$ cat config.mk
export PLATFORM = sky130hd
export DESIGN_NAME = uart_tx_sched
export DESIGN_NICKNAME = d
export VERILOG_FILES = /design/src/rtl/uart_pkg.sv /design/src/rtl/rr_arbiter.sv /design/src/rtl/uart_tx_sched.sv
export SDC_FILE = /design/constraint.sdc
export NUM_CORES = 1
export LEC_CHECK = 0
export ABC_AREA = 0
export BUFFER_PORTS_ARGS = -buffer_cell sky130_fd_sc_hd__buf_2
export CAP_MARGIN = 20
export CORE_MARGIN = 1
export CORE_UTILIZATION = 46
export CTS_BUF_LIST = sky130_fd_sc_hd__clkbuf_4 sky130_fd_sc_hd__clkbuf_8
export DETAILED_ROUTE_END_ITERATION = 10
export PLACE_DENSITY = 0.78
export SETUP_SLACK_MARGIN = 0.5
export SYNTH_ARGS = -nofsm -noshare
export SYNTH_HDL_FRONTEND = slang
export SYNTH_SLANG_ARGS = --single-unit
$ cat constraint.sdc
create_clock -name clk -period 1.84 [get_ports clk]
set_input_delay 0.276 -clock clk [delete_from_list [all_inputs] [get_ports clk]]
set_output_delay 0.276 -clock clk [all_outputs]
set_load 0.02 [all_outputs]
$ cat src/rtl/uart_pkg.sv
// Shared definitions for the UART transmit scheduler: FSM state encoding and header marker.
// Latency: n/a (types and constants only).
// Backpressure: n/a.
// Contents: state_e (IDLE/FETCH/SEND, plus HDR when UART_CHID_HDR_EN is defined),
//           HDR_MARK (upper nibble of the channel-id header byte), CNT_W (burst counter width).
package uart_pkg;

  // Marker placed in the upper nibble of the channel-id header byte.
  localparam logic [3:0] HDR_MARK = 4'hA;

  // Burst counter width; BURST_LEN is limited to 255.
  localparam int CNT_W = 8;

  typedef enum logic [1:0] {
    ST_IDLE  = 2'd0,
    ST_FETCH = 2'd1,
    ST_SEND  = 2'd2
`ifdef UART_CHID_HDR_EN
    ,
    ST_HDR   = 2'd3
`endif
  } state_e;

endpackage

$ cat src/rtl/rr_arbiter.sv
// Round-robin winner search: first asserted request strictly after last_grant, with wrap.
// Latency: purely combinational.
// Backpressure: none; the caller decides when to act on the winner.
// Ports: req (request vector), last_grant (previous winner),
//        any (some request asserted), winner (index of the chosen request).
module rr_arbiter #(
  parameter int N_REQ = 4,
  parameter int GW    = $clog2(N_REQ)
) (
  input  logic [N_REQ-1:0] req,
  input  logic [GW-1:0]    last_grant,
  output logic             any,
  output logic [GW-1:0]    winner
);

  int          idx;
  logic [GW-1:0] sel;

  // Walk the offsets from farthest to nearest so the nearest asserted
  // request after last_grant is the one left standing.
  always_comb begin
    any    = 1'b0;
    winner = '0;
    idx    = 0;
    sel    = '0;
    for (int k = N_REQ; k >= 1; k--) begin
      idx = (int'(last_grant) + k) % N_REQ;
      sel = GW'(idx);
      if (req[sel]) begin
        any    = 1'b1;
        winner = sel;
      end
    end
  end

endmodule

$ cat src/rtl/uart_tx_sched.sv
// Round-robin scheduler feeding bursts of up to BURST_LEN bytes from N_REQ requesters into one UART.
// Latency: req_vld seen in IDLE (cycle 0) -> req_rdy (cycle 1) -> uart_din_vld (cycle 2).
// Backpressure: a byte is held on uart_din with uart_din_vld high until uart_rfd; requesters wait.
// Optional feature: define UART_CHID_HDR_EN to send a header byte {4'hA, grant_id} at the start
// of every grant (the header does not count toward the burst length).
// Ports: clk, rst (sync, active-high); req_vld/req_data/req_rdy (per-requester byte handshake,
//        requester i on req_data[i*DI_WIDTH +: DI_WIDTH]); uart_rfd/uart_din/uart_din_vld (UART side);
//        grant_id (current grant); busy (FSM not in IDLE).
module uart_tx_sched
  import uart_pkg::*;
#(
  parameter int N_REQ     = 4,
  parameter int DI_WIDTH  = 8,
  parameter int BURST_LEN = 4
) (
  input  logic                      clk,
  input  logic                      rst,
  input  logic [N_REQ-1:0]          req_vld,
  input  logic [N_REQ*DI_WIDTH-1:0] req_data,
  output logic [N_REQ-1:0]          req_rdy,
  input  logic                      uart_rfd,
  output logic [DI_WIDTH-1:0]       uart_din,
  output logic                      uart_din_vld,
  output logic [$clog2(N_REQ)-1:0]  grant_id,
  output logic                      busy
);

  localparam int GW = $clog2(N_REQ);

  state_e           state;
  logic [GW-1:0]    last_grant;
  logic [CNT_W-1:0] burst_cnt;
  logic [CNT_W:0]   cnt_next;
  logic             arb_any;
  logic [GW-1:0]    arb_winner;
  logic             fetch_ok;
  logic [DI_WIDTH-1:0] fetch_byte;

  rr_arbiter #(
    .N_REQ (N_REQ),
    .GW    (GW)
  ) u_arb (
    .req        (req_vld),
    .last_grant (last_grant),
    .any        (arb_any),
    .winner     (arb_winner)
  );

  assign fetch_ok   = (state == ST_FETCH) && req_vld[grant_id];
  assign fetch_byte = req_data[grant_id*DI_WIDTH +: DI_WIDTH];
  assign cnt_next   = {1'b0, burst_cnt} + {{CNT_W{1'b0}}, 1'b1};
  assign busy       = (state != ST_IDLE);

  // req_rdy is derived from the live req_vld so it can never pulse for a
  // requester that has withdrawn; it is also masked during reset so an
  // interrupted FETCH never completes a handshake the FSM will not honour.
  always_comb begin
    req_rdy = '0;
    if (fetch_ok && !rst) begin
      req_rdy[grant_id] = 1'b1;
    end
  end

`ifdef UART_CHID_HDR_EN
  logic [DI_WIDTH-1:0] hdr_byte;
  assign hdr_byte = {HDR_MARK, (DI_WIDTH-4)'(arb_winner)};
`endif

  // uart_din doubles as the holding register: it is loaded on the FETCH
  // handshake and cleared on every transfer, so it reads 0 whenever
  // uart_din_vld is low.
  always_ff @(posedge clk) begin
    if (rst) begin
      state        <= ST_IDLE;
      uart_din_vld <= 1'b0;
      uart_din     <= '0;
      grant_id     <= '0;
      burst_cnt    <= '0;
      last_grant   <= GW'(N_REQ - 1);
    end else begin
      case (state)
        ST_IDLE: begin
          if (arb_any) begin
            grant_id  <= arb_winner;
            burst_cnt <= '0;
`ifdef UART_CHID_HDR_EN
            state        <= ST_HDR;
            uart_din_vld <= 1'b1;
            uart_din     <= hdr_byte;
`else
            state        <= ST_FETCH;
`endif
          end
        end
`ifdef UART_CHID_HDR_EN
        ST_HDR: begin
          if (uart_rfd) begin
            uart_din_vld <= 1'b0;
            uart_din     <= '0;
            state        <= ST_FETCH;
          end
        end
`endif
        ST_FETCH: begin
          if (fetch_ok) begin
            uart_din     <= fetch_byte;
            uart_din_vld <= 1'b1;
            state        <= ST_SEND;
          end else begin
            // Requester withdrew: the grant ends here.
            last_grant <= grant_id;
            state      <= ST_IDLE;
          end
        end
        ST_SEND: begin
          if (uart_rfd) begin
            uart_din_vld <= 1'b0;
            uart_din     <= '0;
            burst_cnt    <= cnt_next[CNT_W-1:0];
            if (cnt_next < (CNT_W+1)'(BURST_LEN)) begin
              state <= ST_FETCH;
            end else begin
              last_grant <= grant_id;
              state      <= ST_IDLE;
            end
          end
        end
        default: state <= ST_IDLE;
      endcase
    end
  end

endmodule

[After elaboration in Yosys (flattened, before gate mapping)]
Index checks and enable logic that the tools add are counted.
Word-level totals
  flip-flop bits (word level): 23
  input port bits: 39
  output and inout bits: 16
  word-level logic and storage cells: 78
Cells by class
  add/subtract/negate cells: 5
  magnitude comparators: 7
  equal/unequal tests: 7
  shift-type cells: 1
  muxes and demuxes: 39
  reductions and logical operators: 13
Operators with widths (count)
  $mux 8: 4
  $pmux 8 s2: 2
  $shiftx 32x6->8: 1
  $mux 2: 10
  $lt 2x3->1 const B: 5
  $mux 1: 13
  $bmux 1 s2: 5
  $ne 2x2->1 const B: 5
  $add 8x1->9 const B: 1
  $lt 9x3->1 const B: 1
  $pmux 2 s3: 1
  $reduce_and 3->1: 2
  $reduce_bool 2->1: 3
  $add 2x1->2 const B: 2
  $add 2x2->2 const B: 2
  $mux 4: 1
  $pmux 2 s2: 1
  $reduce_and 2->1: 2
  $reduce_and 4->1: 1
  $logic_and 1x1->1: 3
  $demux 1 s2: 1
  $eq 2x1->1 const B: 1
  $eq 2x2->1 const B: 1
  $ge 2x1->1 const B: 1
  3 further kinds: 3

[Longest topological paths before layout]
  depth after elaboration: 9
  depth in mapped cells: 6
  depth with buffers taken out: 6

[Modules after synthesis]
From an unflattened synthesis, not the netlist that was laid out.
Second synthesis, totals
  cell total of the unflattened synthesis: 165
  area total of the unflattened synthesis: 1445.1 um^2
Modules (own cells, without submodules)
  uart_tx_sched: instances 1, cells each 151, area an instance 1353.8 um^2, sequential area each 460.4 um^2
  rr_arbiter: instances 1, cells each 14, area an instance 91.3 um^2, sequential area each 0.0 um^2

[Worst setup path after synthesis]
Ideal clock, no wire load.
  path type: register to output
  start point: register grant_id[1]
  end point: output req_rdy[2]
  arrival: 1.766 ns
  data required time: 1.564 ns
  slack: -0.202 ns
  cell stages (with the launch flop): 5
  path buffers: 1
  cells stage by stage: dfxtp_1 buf_4 mux4_2 nand3b_2 nor4b_1
On the way
  longest elaborated chain between the ends: 5
  elaborated cells between the ends (all ways): 10
  classes of those cells: order compare: 2; mux: 5; reduce/logical: 3
RTL lines
  start: declaration: RTL line uart_tx_sched.sv:24  | output logic [$clog2(N_REQ)-1:0] grant_id,
  start signal: assignment: RTL line uart_tx_sched.sv:84  | grant_id <= arb_winner;
  $lt 2x3->1 (not written as such), or another cell as far along: RTL line uart_tx_sched.sv:60  | req_rdy[grant_id] = 1'b1;
  $logic_and 1x1->1 (not written as such) or $mux 1 (tied branches): RTL line uart_tx_sched.sv:60, uart_tx_sched.sv:49
  $mux 1 (not written as such) or $logic_and 1x1->1 (tied branches): RTL line uart_tx_sched.sv:60, uart_tx_sched.sv:49
  $demux 1 s2 or $logic_and 1x1->1 (tied branches): RTL line uart_tx_sched.sv:60, uart_tx_sched.sv:59
  $mux 4 *: RTL line uart_tx_sched.sv:59  | if (fetch_ok && !rst) begin
  end: declaration: RTL line uart_tx_sched.sv:20  | output logic [N_REQ-1:0] req_rdy,
Mark *: on every way between the ends. The rest lies on a longest branch, timed or not. The select of a mux whose other input is x is not followed.

[Worst setup path in the final report]
  start point: register grant_id[1]
  end point: output req_rdy[3]
Same word-level chain as after synthesis.

==> impl_metrics.env <==
export IMPL_post_drt_wl_per_cell_um=16.8
export IMPL_critPathBufInv=1
export IMPL_antenna_found_initial=0
export IMPL_fmax_ghz=0.500
export IMPL_synthCells=156
export IMPL_clock_skew_ns=0.0119
export IMPL_syn_area_per_cell_um2=9.42
export IMPL_synth_area_mux_share=0.158
export IMPL_nNetsFinal=267
export IMPL_yosysWarnings=0
export IMPL_final_setup_viol_count=4
export IMPL_grtUsageTotal=0.244
export IMPL_critical_path_arrival_ns=1.72
export IMPL_pin_count=55
export IMPL_rows=20
export IMPL_p_per_area_nw_per_um2=616
export IMPL_hold_viol=0
export IMPL_syn2layout_area_growth_pct=45.5
export IMPL_hold_end="grant_id[0]"
export IMPL_p_int_mw=0.878
export IMPL_fillers=223
export IMPL_drc=0
export IMPL_vias=1576
export IMPL_synth_edff_count=0
export IMPL_dpl_hpwl_um=2860
export IMPL_cts_root_buf="clkbuf_4"
export IMPL_peakVddDrop_mv=0.512
export IMPL_cap_violations=0
export IMPL_yosysSeqAreaShare=0.313
export IMPL_cp_top_family="multiplexers"
export IMPL_r2r_end="uart_din[0]"
export IMPL_hold_start="req_vld[2]"
export IMPL_clockBufferDepth=2
export IMPL_stdcell_area_um2=2140
export IMPL_slew_headroom=0.684
export IMPL_dr_pass1_iters=4
export IMPL_synth_area_um2=1470
export IMPL_fp_dieH_um=58.5
export IMPL_synthXorXnorAreaFrac=0
export IMPL_status="complete, but fails checks"
export IMPL_insertion_delay_ns=0.32
export IMPL_switchingPower_mw=0.440
export IMPL_combPwrFrac=0.381
export IMPL_coreArea_um2=3050
export IMPL_path_clk_slew_ns=0.13
export IMPL_cp_slowest_cell="mux4_2"
export IMPL_tns_ns=-0.589
export IMPL_start_util=0.482
export IMPL_synthTopCellsByCount="dfxtp_1, nor2_1, a21oi_1"
export IMPL_worstPathCellList="mux4_2 > nand3b_4 > nor2_4 > and3_4 > buf_6"
export IMPL_hold_path_class="input port to register"
export IMPL_seqCellArea_um2=483
export IMPL_synthDistinctLibCells=50
export IMPL_worstMarginPinSlew_ns=0.468
export IMPL_numCtsBuffers=3
export IMPL_hold_depth=4
export IMPL_syn_nets=196
export IMPL_placedInstanceArea_um2=1840
export IMPL_drive_gt1_frac=0.588
export IMPL_synthDominantCellAreaShare=0.313
export IMPL_synth_adder_area_share=0.00851
export IMPL_drtIter0Drc=92
export IMPL_p_seq_frac=0.431
export IMPL_crit_type="register to output port"
export IMPL_cts_tree="yes"
export IMPL_synth_top_family_by_area="simple AND/OR/NAND/NOR gates"
export IMPL_yosys_area_share_simple=0.243
export IMPL_finalCriticalPeriod_ns=2.00
export IMPL_htreeDepth=1
export IMPL_synth_ff_type="dfxtp_1"
export IMPL_setup_slack_ns=-0.160
export IMPL_cts_sinks=23
export IMPL_fin_util=0.701
export IMPL_drt_total_wl_um=4550
export IMPL_multi_input_area_um2=1040
export IMPL_reg2regPathDepth=6
export IMPL_grt_pass1_vias=1462
export IMPL_required_ns=1.56
export IMPL_io_buffers=54
export IMPL_leakage_nw=0.965
export IMPL_synth_compound_area_frac=0.205
export IMPL_synth_area_leaders="dfxtp_1, mux4_2, a21oi_1, a22o_1, nor2_1"
export IMPL_reg2reg_from="grant_id[1]"
export IMPL_ff2ff_setup_slack_ns=0.04
export IMPL_rsz0062_at_grt="true"
export IMPL_critPathMaxStageDelay_ns=0.55
export IMPL_grt_pass1_wl_um=6460
export IMPL_grt_overflow_total=0
export IMPL_min_period_over_period=1.09
export IMPL_die_area_um2=3430
export IMPL_detail_route_antenna_nets=0
export IMPL_violations="negative setup slack"
export IMPL_die_w_um=58.5
export IMPL_ctsHoldBuffers=0
export IMPL_diodes=0
export IMPL_slew_violations=0
export IMPL_crit_fanout=4
export IMPL_cp_start_kind="register"
export IMPL_swShare=0.334
export IMPL_routabilityCongestion=0.821
export IMPL_synth_top_cell_by_area="dfxtp_1"
export IMPL_async_flop_share=0
export IMPL_grt_max_degree=22
export IMPL_yosys_cell_count_top_type="dfxtp_1"
export IMPL_clock_power_share=0.189
export IMPL_vias_per_cell=5.84
export IMPL_cp_end_kind="output port"
export IMPL_ys_ff_latch=23
[worst reg2reg max path: cells and delay by family (launching register included)]
kind / cells / cell delay, ns
AOI/OAI and AO/OA: 1 / 0.17
DFF: 1 / 0.38
muxes: 1 / 0.55
buffers and inverters: 2 / 0.23
and+or+nand+nor: 2 / 0.42
[layout make-up]
type / count / share of cell area
repair buffers: 76 / 0.240
well taps: 44 / 0.0257
flip-flops and latches: 23 / 0.226
clock buffers: 3 / 0.0105
multi-input cells: 119 / 0.488
inverters: 4 / 0.00702
clock inverters: 1 / 0.00234
[stage by stage]
stage / hold WS (ns) / setup slack (ns) / power, mW / instances
final: 0.327 / -0.160 / 1.32 / 270
after global routing: 0.350 / -0.217 / 1.39 / 270
after CTS: 0.317 / -0.137 / 1.24 / 264
after detailed placement: 0.444 / 0.0714 / 0.953 / 251
after global placement: 0.456 / 0.0965 / 0.941 / 251
after floorplan: 0.454 / 0.159 / 0.851 / 156
[flip-flops by register name (all words and copies together) (netlist names)]
register and cells:
grant_id 2, state 2, uart_din 8, last_grant 2, uart_din_vld 1, burst_cnt 8
[per-layer routing]
layer / part of all wire / wire length (um) / GRT usage / up-vias
met3: 0.061 / 279 / 0.0527 / 6
met1: 0.39 / 1760 / 0.314 / 781
li1: - / - / - / 730
met4: 0.011 / 48 / 0.0884 / 0
met2: 0.54 / 2460 / 0.404 / 59
met5: 0 / 0 / 0 / -
[power by group through the flow]
stage / logic (mW) / clock network (mW) / registers (mW)
after floorplan: 0.256 / 0 / 0.595
after global placement: 0.372 / 0 / 0.569
after detailed placement: 0.382 / 0 / 0.571
after CTS: 0.426 / 0.246 / 0.563
after global routing: 0.534 / 0.279 / 0.571
final: 0.502 / 0.248 / 0.568
[layout by cell type, fill, tap and decap left out, types with 5 or more instances in the layout]
| master | count |
|---|---|
| a21oi_1 | 11 |
| a22o_1 | 8 |
| buf_2 | 49 |
| buf_4 | 15 |
| buf_6 | 9 |
| dfxtp_1 | 15 |
| dfxtp_4 | 5 |
| mux4_2 | 9 |
| nand2_1 | 9 |
| nor2_1 | 13 |
[how the worst max path moves through the flow]
stage | startpoint | slack [ns] | cells after the start | endpoint
2_1_floorplan | grant_id[1] | 0.16 | 5 | req_rdy[3]
3_3_place_gp | req_vld[3] | 0.1 | 6 | req_rdy[3]
3_5_place_dp | req_vld[3] | 0.07 | 6 | req_rdy[3]
4_1_cts | grant_id[1] | -0.14 | 5 | req_rdy[3]
5_1_grt | grant_id[1] | -0.22 | 5 | req_rdy[3]
6_report | grant_id[1] | -0.16 | 5 | req_rdy[3]
[cell families (layout without fill, tap and decap cells)]
group / Yosys count / after routing
flops: 23 / 23
fa+ha+maj: 1 / 1
simple gates: 63 / 63
mux: 12 / 12
buf+inv: 14 / 84
compound gates: 43 / 43
[timing repair]
item / in CTS / in global routing
gates resized for setup: 26 / 22
pin swaps: 4 / 16
buffers inserted: 9 / 6
endpoints found under the setup margin: 26 / 28
cloned: 0 / 0
Note: power is estimated with default switching activity, not from simulation.
